[config.mk]
export PLATFORM = sky130hd
export DESIGN_NAME = mem_port_arbiter
export DESIGN_NICKNAME = d
export VERILOG_FILES = /design/src/rtl/mem_port_arbiter_pkg.sv /design/src/rtl/mem_port_arbiter.sv
export SDC_FILE = /design/constraint.sdc
export NUM_CORES = 1
export LEC_CHECK = 0
export CORE_MARGIN = 5
export CORE_UTILIZATION = 29
export CTS_CLUSTER_SIZE = 10
export DETAILED_ROUTE_END_ITERATION = 16
export DONT_BUFFER_PORTS = 1
export PLACE_DENSITY = 0.55
export REMOVE_ABC_BUFFERS = 1
export SLEW_MARGIN = 15
export SYNTH_ARGS = -nofsm -noshare
export SYNTH_HDL_FRONTEND = slang
export SYNTH_SLANG_ARGS = --single-unit
[constraint.sdc]
create_clock -name Clock -period 3.7 [get_ports Clock]
set_input_delay 0.555 -clock Clock [delete_from_list [all_inputs] [get_ports Clock]]
set_output_delay 0.555 -clock Clock [all_outputs]
set_load 0.005 [all_outputs]
[src/rtl/mem_port_arbiter_pkg.sv]
// Shared types and defaults for the system RAM port arbiter, RAM and MDR blocks.
package mem_port_arbiter_pkg;

  typedef enum logic [1:0] {
    ST_IDLE    = 2'd0,
    ST_ACCESS  = 2'd1,
    ST_CAPTURE = 2'd2,
    ST_ACK     = 2'd3
  } arb_state_e;

  localparam logic OWN_CPU = 1'b0;
  localparam logic OWN_DMA = 1'b1;

  localparam int ADDR_WIDTH_DEF = 9;
  localparam int DATA_WIDTH_DEF = 32;

endpackage

[src/rtl/mem_port_arbiter.sv]
// Two-requester arbiter for the single-port synchronous-read system RAM.
// One access every four cycles; contention is resolved round-robin.
module mem_port_arbiter
  import mem_port_arbiter_pkg::*;
#(
  parameter int ADDR_WIDTH = ADDR_WIDTH_DEF,
  parameter int DATA_WIDTH = DATA_WIDTH_DEF
) (
  input  logic                  Clock,
  input  logic                  Reset,
  input  logic                  cpu_req_i,
  input  logic                  cpu_we_i,
  input  logic [ADDR_WIDTH-1:0] cpu_addr_i,
  input  logic [DATA_WIDTH-1:0] cpu_wdata_i,
  output logic                  cpu_ack_o,
  output logic [DATA_WIDTH-1:0] cpu_rdata_o,
  input  logic                  dma_req_i,
  input  logic                  dma_we_i,
  input  logic [ADDR_WIDTH-1:0] dma_addr_i,
  input  logic [DATA_WIDTH-1:0] dma_wdata_i,
  output logic                  dma_ack_o,
  output logic [DATA_WIDTH-1:0] dma_rdata_o,
  output logic [ADDR_WIDTH-1:0] ram_addr_o,
  output logic [DATA_WIDTH-1:0] ram_wdata_o,
  output logic                  ram_we_o,
  input  logic [DATA_WIDTH-1:0] ram_rdata_i,
  output logic                  busy_o,
  output logic                  grant_dma_o
);

  arb_state_e            state_q;
  logic                  owner_q;
  logic                  we_q;
  logic                  cpu_ack_q;
  logic                  dma_ack_q;
  logic [DATA_WIDTH-1:0] cpu_rdata_q;
  logic [DATA_WIDTH-1:0] dma_rdata_q;
  logic [ADDR_WIDTH-1:0] ram_addr_q;
  logic [DATA_WIDTH-1:0] ram_wdata_q;
  logic                  ram_we_q;

  logic                  any_req_d;
  logic                  owner_d;
  logic                  we_d;
  logic [ADDR_WIDTH-1:0] addr_d;
  logic [DATA_WIDTH-1:0] wdata_d;

  // Round-robin pick: on contention the loser of the previous grant wins.
  always_comb begin
    any_req_d = cpu_req_i | dma_req_i;
    owner_d   = dma_req_i & (~cpu_req_i | (owner_q == OWN_CPU));
    we_d      = (owner_d == OWN_DMA) ? dma_we_i    : cpu_we_i;
    addr_d    = (owner_d == OWN_DMA) ? dma_addr_i  : cpu_addr_i;
    wdata_d   = (owner_d == OWN_DMA) ? dma_wdata_i : cpu_wdata_i;
  end

  // Transaction FSM; the async reset also kills an in-flight write strobe.
  always_ff @(posedge Clock or posedge Reset) begin
    if (Reset) begin
      state_q     <= ST_IDLE;
      owner_q     <= OWN_DMA;
      we_q        <= 1'b0;
      cpu_ack_q   <= 1'b0;
      dma_ack_q   <= 1'b0;
      cpu_rdata_q <= {DATA_WIDTH{1'b0}};
      dma_rdata_q <= {DATA_WIDTH{1'b0}};
      ram_addr_q  <= {ADDR_WIDTH{1'b0}};
      ram_wdata_q <= {DATA_WIDTH{1'b0}};
      ram_we_q    <= 1'b0;
    end else begin
      case (state_q)
        ST_IDLE: begin
          if (any_req_d) begin
            owner_q     <= owner_d;
            we_q        <= we_d;
            ram_addr_q  <= addr_d;
            ram_wdata_q <= wdata_d;
            ram_we_q    <= we_d;
            state_q     <= ST_ACCESS;
          end else begin
            state_q     <= ST_IDLE;
          end
        end
        ST_ACCESS: begin
          ram_we_q <= 1'b0;
          state_q  <= ST_CAPTURE;
        end
        ST_CAPTURE: begin
          // Read data arrives one cycle after the address edge.
          if (owner_q == OWN_DMA) begin
            dma_ack_q <= 1'b1;
            if (!we_q) begin
              dma_rdata_q <= ram_rdata_i;
            end
          end else begin
            cpu_ack_q <= 1'b1;
            if (!we_q) begin
              cpu_rdata_q <= ram_rdata_i;
            end
          end
          state_q <= ST_ACK;
        end
        ST_ACK: begin
          cpu_ack_q <= 1'b0;
          dma_ack_q <= 1'b0;
          state_q   <= ST_IDLE;
        end
        default: begin
          cpu_ack_q <= 1'b0;
          dma_ack_q <= 1'b0;
          ram_we_q  <= 1'b0;
          state_q   <= ST_IDLE;
        end
      endcase
    end
  end

  assign cpu_ack_o   = cpu_ack_q;
  assign dma_ack_o   = dma_ack_q;
  assign cpu_rdata_o = cpu_rdata_q;
  assign dma_rdata_o = dma_rdata_q;
  assign ram_addr_o  = ram_addr_q;
  assign ram_wdata_o = ram_wdata_q;
  assign ram_we_o    = ram_we_q;
  assign busy_o      = (state_q != ST_IDLE);
  assign grant_dma_o = owner_q;

endmodule

==> results of run 1 <==
-- worst paths after layout --
check	cells past startpoint	start	slack, ns	endpoint
min	1	Reset	0.18	cpu_rdata_o[11]$_DFFE_PP0P_
max in group asynchronous	2	Reset	2.60	ram_wdata_o[3]$_DFFE_PP0P_
max	3	grant_dma_o$_DFFE_PP1P_	1.77	we_q$_DFFE_PP0P_
max reg2reg	3	grant_dma_o$_DFFE_PP1P_	1.77	we_q$_DFFE_PP0P_
min reg2reg	1	cpu_rdata_o[0]$_DFFE_PP0P_	0.54	cpu_rdata_o[0]$_DFFE_PP0P_
min in group Clock	1	cpu_req_i	0.27	grant_dma_o$_DFFE_PP1P_
-- flip-flops by register name (all words and copies together), names as in the netlist --
register     count
cpu_ack_o        1
cpu_rdata_o     32
dma_ack_o        1
dma_rdata_o     32
grant_dma_o      1
ram_addr_o       9
ram_wdata_o     32
ram_we_o         1
state_q          2
we_q             1
-- cell type report --
| cell class | instances | area, um^2 | area share [%] |
|---|---|---|---|
| inverter | 6 | 25.0 | 0.489 |
| sequential | 112 | 2800 | 54.8 |
| tap | 216 | 270 | 5.28 |
| clock inverter | 6 | 53.8 | 1.05 |
| timing repair buffer | 6 | 65.1 | 1.27 |
| multi-input combinational | 255 | 1680 | 32.7 |
| clock buffer | 9 | 225 | 4.40 |
-- cells by family (layout without fill, tap and decap cells) --
kind of cell               Yosys count  after routing  share of synthesized area, %
AOI/OAI and AO/OA                   95             95                          10.8
adders and majority gates            5              5                          1.35
buffers and inverters               32             27                          3.83
and+or+nand+nor                     89             89                          7.60
DFF                                112            112                          60.4
muxes                               66             66                          16.0
-- metrics by stage --
stage | util (%) | hold WS, ns | cell area, um^2 | setup WS, ns
after CTS | 32.3 | 0.201 | 5090 | 1.73
after detailed placement | 30.5 | 0.531 | 4810 | 1.75
after global placement | 30.5 | 0.522 | 4810 | 1.77
after global routing | 32.5 | 0.243 | 5120 | 1.57
after floorplan | - | 0.483 | 4490 | 0.188
final | 32.5 | 0.183 | 5120 | 1.77
-- placed cells by master (no fill, tap or decap) --
cell	netlist	layout
dfstp_2	1	1
o21ai_0	3	3
a31oi_1	1	1
mux2_1	2	2
a21oi_1	84	84
mux2i_1	1	1
inv_4	0	1
a22o_1	2	2
nand3b_1	1	1
dfrtp_1	111	111
buf_4	0	5
o21a_1	1	1
clkinvlp_4	0	3
inv_1	6	5
o21ai_4	0	1
a21boi_4	0	1
nand2_1	44	44
clkbuf_16	0	9
mux2_2	63	63
nor3b_4	1	1
o22ai_1	1	1
ha_1	5	5
buf_16	0	1
inv_8	0	2
a21bo_2	1	1
clkinv_4	0	1
nor2_1	43	43
-- power groups by stage --
stage	sequential, mW	clock [mW]	combinational (mW)
after floorplan	2.25	0	1.09
after global placement	2.45	0	1.26
after detailed placement	2.45	0	1.34
after CTS	2.44	0.951	1.33
after global routing	2.51	0.987	1.51
final	2.42	0.910	1.34
-- metal layers --
metal  track usage [%]  vias to the layer above  routed length [um]
met5                 0                        -                   0
met4              5.60                        0                 233
met3              4.89                       15                1680
met2              18.8                      191                5180
met1              13.1                     1400                4140
li1                  -                     1328                   -
-- Yosys cell counts (2+ instances only) --
| master | number |
|---|---|
| dfrtp_1 | 111 |
| a21oi_1 | 84 |
| mux2_2 | 63 |
| nand2_1 | 44 |
| nor2_1 | 43 |
| buf_2 | 22 |
| inv_1 | 6 |
| ha_1 | 5 |
| buf_6 | 4 |
| o21ai_0 | 3 |
| a22o_1 | 2 |
| mux2_1 | 2 |
==> summary.txt, run 1 <==
most used flip-flop cell after synthesis = dfrtp_1
max-cap violations = 0
H-Tree Depth = 3
Fin Setup TNS = 0 ns
largest area contributor in the netlist = dfrtp_1
clk_skew = 0.00735 ns
DP HPWL = 8.21 mm
clk buf depth = 2
Hold Crit Class = in2async
Logic pwr share = 28.7%
Skew-Pair Late Insertion Delay = 0.34 ns
Sw Share = 35.4%
Distinct cells, synth = 22
TritonCTS Buffers = 9
total global-route track usage = 11.5%
pin count of the biggest net entering global routing = 58
final std cells w/o fill = 610
port buffer count = 0
Worst Path Buf+Inv = 0
final worst-path cycle share = 52.2%
crit path kind = reg2reg
Synth Instances = 399
vias in the first global route = 3134
fmax = 518 MHz
Worst Setup End Kind = flip-flop
Diodes inserted = 0
pwr dens = 913 nW/um^2
Initial Util = 29.4%
die area = 18600 um^2
Pre-Repair DR Iteration Count = 5
Rel. slew slack = 28.7%
YS warnings = 0
vias after detailed routing = 2934
Die H = 137 um
EDFF count, synth = 0
min Tclk post-route = 1.93 ns
final wirelength = 11.2 mm
Internal = 3.02 mW
initial antenna violation count = 0
crit path cell chain = a21bo_2 > mux2i_1 > o21ai_0
Final Wtd Congestion = 0.729
crit path launch type = flip-flop
status = finished clean
kind of cell adding the most delay to the critical path = compound AO/OA/AOI/OAI gates
worst-path fanout max = 42
Chip Width = 137 um
Mapped Area = 4640 um^2
sequential-to-total area share from yosys stat = 60.4%
filler cell count = 1586
static leakage = 2.15 nW
Placed Cells = 594
number of vias per cell = 4.81
Worst Tran Pin Value = 1.07 ns
cts repair resizes = 0
Avg Inst Size Synth = 11.6 um^2
post-CTS setup buffers = 0
Sink Count = 112
Rows = 46
max-slew violations = 0
io pins = 230
switching power = 1.65 mW
Yosys top cell area share = 59.8%
WL/cell = 18.4 um
Hold-fix buffers, CTS = 0
core area = 15800 um^2
unrepaired setup endpoints after global routing = no
Root Buffer = clkbuf_16
antenna-violating nets left = 0
WP data arrival = 2.14 ns
clock power share = 19.5%
fraction of final layout cells sized beyond drive strength 1 = 22.8%
Synth area leaders = dfrtp_1 60%, mux2_2 15%, a21oi_1 9.1%, nand2_1 3.6%, nor2_1 3.5%
grt ovf = 0
Finish-stage setup viols = 0
CP max stage cell = a21bo_2
Total Power = 4.67 mW
synthesized flop and latch total = 112
nets = 515
first-iteration detailed-routing DRC count = 107
ys async rst share = 100%
Seq pwr share = 51.8%
first-pass GRT wire length = 16.7 mm
Slowest Stage Delay on Critical Path = 0.72 ns
Peak VDD IR = 0.286 mV
CTS tree = yes
Clock transition at path regs = 0.07 ns
CP required = 3.91 ns
Layout Area Growth over Synthesis = 10.3%
final hold violations = 0
drt drc = 0
No activity file was read; power rests on OpenSTA's default activity.
==> run 2: changes to the inputs <==
--- a/config.mk
+++ b/config.mk
@@ -10,7 +10,7 @@
 export CTS_CLUSTER_SIZE = 10
 export DETAILED_ROUTE_END_ITERATION = 16
 export DONT_BUFFER_PORTS = 1
-export PLACE_DENSITY = 0.55
+export PLACE_DENSITY = 0.54
 export REMOVE_ABC_BUFFERS = 1
 export SLEW_MARGIN = 15
 export SYNTH_ARGS = -nofsm -noshare
==> constraint.sdc (replaced) <==
create_clock -name Clock -period 2 [get_ports Clock]
set_input_delay 0.3 -clock Clock [delete_from_list [all_inputs] [get_ports Clock]]
set_output_delay 0.3 -clock Clock [all_outputs]
set_load 0.005 [all_outputs]
==> run 2 against run 1 <==
Register-to-register slack worse by 1.5 ns; critical path depth stayed put; flip-flop and latch count stayed put; sequential share of layout area is 1.2 points lower; via count is 1.5% higher; clock-buffer cell count is 1 higher; cell count is 0.66% higher; power is 89% higher; first-iteration DRC count is 31% higher; combinational power is 93% higher; non-clock buffer count is 3 higher; worst hold slack worse by 0.11 ns.
==> summary.txt, run 2 (same netlist as run 1, synthesis figures left out) <==
status = finished clean
switching power = 3.11 mW
final worst-path cycle share = 88.8%
multi-input logic area = 1680 um^2
vias in the first global route = 3249
Finish-stage setup viols = 0
Seq pwr share = 51.0%
WP data arrival = 2.05 ns
core area = 15800 um^2
first-iteration detailed-routing DRC count = 140
Layout Area Growth over Synthesis = 12.7%
clk buf depth = 2
H-Tree Depth = 3
CP required = 2.27 ns
clk_skew = 0.0108 ns
M1 GR Usage = 12.7%
filler cell count = 1626
Worst Tran Pin Value = 1.07 ns
WL/cell = 18.1 um
fraction of final layout cells sized beyond drive strength 1 = 23.1%
max-cap violations = 0
Skew-Pair Late Insertion Delay = 0.35 ns
nets = 518
static leakage = 2.20 nW
Internal = 5.70 mW
Die H = 137 um
die area = 18600 um^2
worst hold slack = 0.0689 ns
Hold Crit Class = in2reg
max-slew violations = 0
M3 GR Usage = 4.60%
Clock transition at path regs = 0.08 ns
cts repair resizes = 0
Chip Width = 137 um
drt drc = 0
vias after detailed routing = 2978
unrepaired setup endpoints after global routing = no
Sequential Area = 2800 um^2
Root Buffer = clkbuf_16
CTS tree = yes
TritonCTS Buffers = 9
most common cell after layout, fill and taps aside = dfrtp_1
Peak VDD IR = 0.490 mV
first-pass GRT wire length = 16.7 mm
number of vias per cell = 4.85
total global-route track usage = 11.6%
final wirelength = 11.1 mm
port buffer count = 0
busiest grt layer = met2
worst-path fanout max = 41
min Tclk post-route = 1.78 ns
Total Power = 8.81 mW
initial antenna violation count = 0
GR Util met2 = 19.3%
Initial Util = 29.4%
Placed Cells = 595
antenna-violating nets left = 0
Logic pwr share = 29.3%
grt ovf = 0
final hold violations = 0
Sink Count = 112
Diodes inserted = 0
clock power share = 19.7%
Pre-Repair DR Iteration Count = 5
Rel. slew slack = 28.7%
final std cells w/o fill = 614
Worst Setup End Kind = flip-flop
pin count of the biggest net entering global routing = 53
DP HPWL = 8.23 mm
Sw Share = 35.3%
Final Wtd Congestion = 0.783
crit path launch type = flip-flop
fmax = 563 MHz
Rows = 46
most frequent cells in the layout = 111 x dfrtp_1, 84 x a21oi_1, 63 x mux2_2, 44 x nand2_1, 43 x nor2_1
pwr dens = 1680 nW/um^2
io pins = 230
crit path kind = reg2reg
run 2: final cells by class:
cell class / count / share of cell area, %
sequential: 112 / 53.6
inverter: 6 / 0.478
tap: 216 / 5.16
timing repair buffer: 9 / 3.20
multi-input combinational: 255 / 32.0
clock inverter: 6 / 1.00
clock buffer: 10 / 4.57
run 2: worst paths after layout:
check | startpoint | end | slack (ns) | cells after the start
worst max-delay path | grant_dma_o$_DFFE_PP1P_ | ram_wdata_o[16]$_DFFE_PP0P_ | 0.22 | 3
worst min-delay path | cpu_wdata_i[30] | ram_wdata_o[30]$_DFFE_PP0P_ | 0.07 | 2
worst max register to register | grant_dma_o$_DFFE_PP1P_ | ram_wdata_o[16]$_DFFE_PP0P_ | 0.22 | 3
worst min register to register | cpu_rdata_o[30]$_DFFE_PP0P_ | cpu_rdata_o[30]$_DFFE_PP0P_ | 0.52 | 1
max in group asynchronous | Reset | grant_dma_o$_DFFE_PP1P_ | 0.94 | 3
min in group asynchronous | Reset | dma_rdata_o[10]$_DFFE_PP0P_ | 0.41 | 2
run 2: worst max-delay path: stages, from the launching register on:
cell,delay [ns]
dfstp_2,0.45
a21boi_4,0.83
a21oi_1,0.20
a21oi_1,0.19
run 2: power by group through the flow:
stage / registers, mW / logic [mW] / clock network (mW)
global placement: 4.55 / 2.41 / 0
floorplan: 4.17 / 2.02 / 0
CTS: 4.53 / 2.57 / 1.82
global route: 4.64 / 2.91 / 1.88
detailed placement: 4.55 / 2.58 / 0
finish: 4.50 / 2.58 / 1.73
run 2: per-stage QoR:
step / setup TNS (ns) / utilization (%) / setup slack, ns / area [um^2]
6_report: 0 / 33.2 / 0.224 / 5230
5_1_grt: 0 / 33.2 / 0.0120 / 5230
4_1_cts: 0 / 33.0 / 0.205 / 5210
3_5_place_dp: 0 / 31.0 / 0.210 / 4890
3_3_place_gp: 0 / 31.0 / 0.315 / 4890
2_1_floorplan: -147.93 / - / -1.26 / 4490
run 2: repair_timing:
item / 4_1_cts / 5_1_grt
hold buffers: 2 / 0
setup buffers: 0 / 0
hold endpoints to repair: 26 / 0
run 2: per-layer routing:
layer | share of wire [%] | vias up
met1 | 35 | 1432
met4 | 2.3 | 0
met5 | 0 | -
met2 | 48 | 190
li1 | - | 1342
met3 | 15 | 14
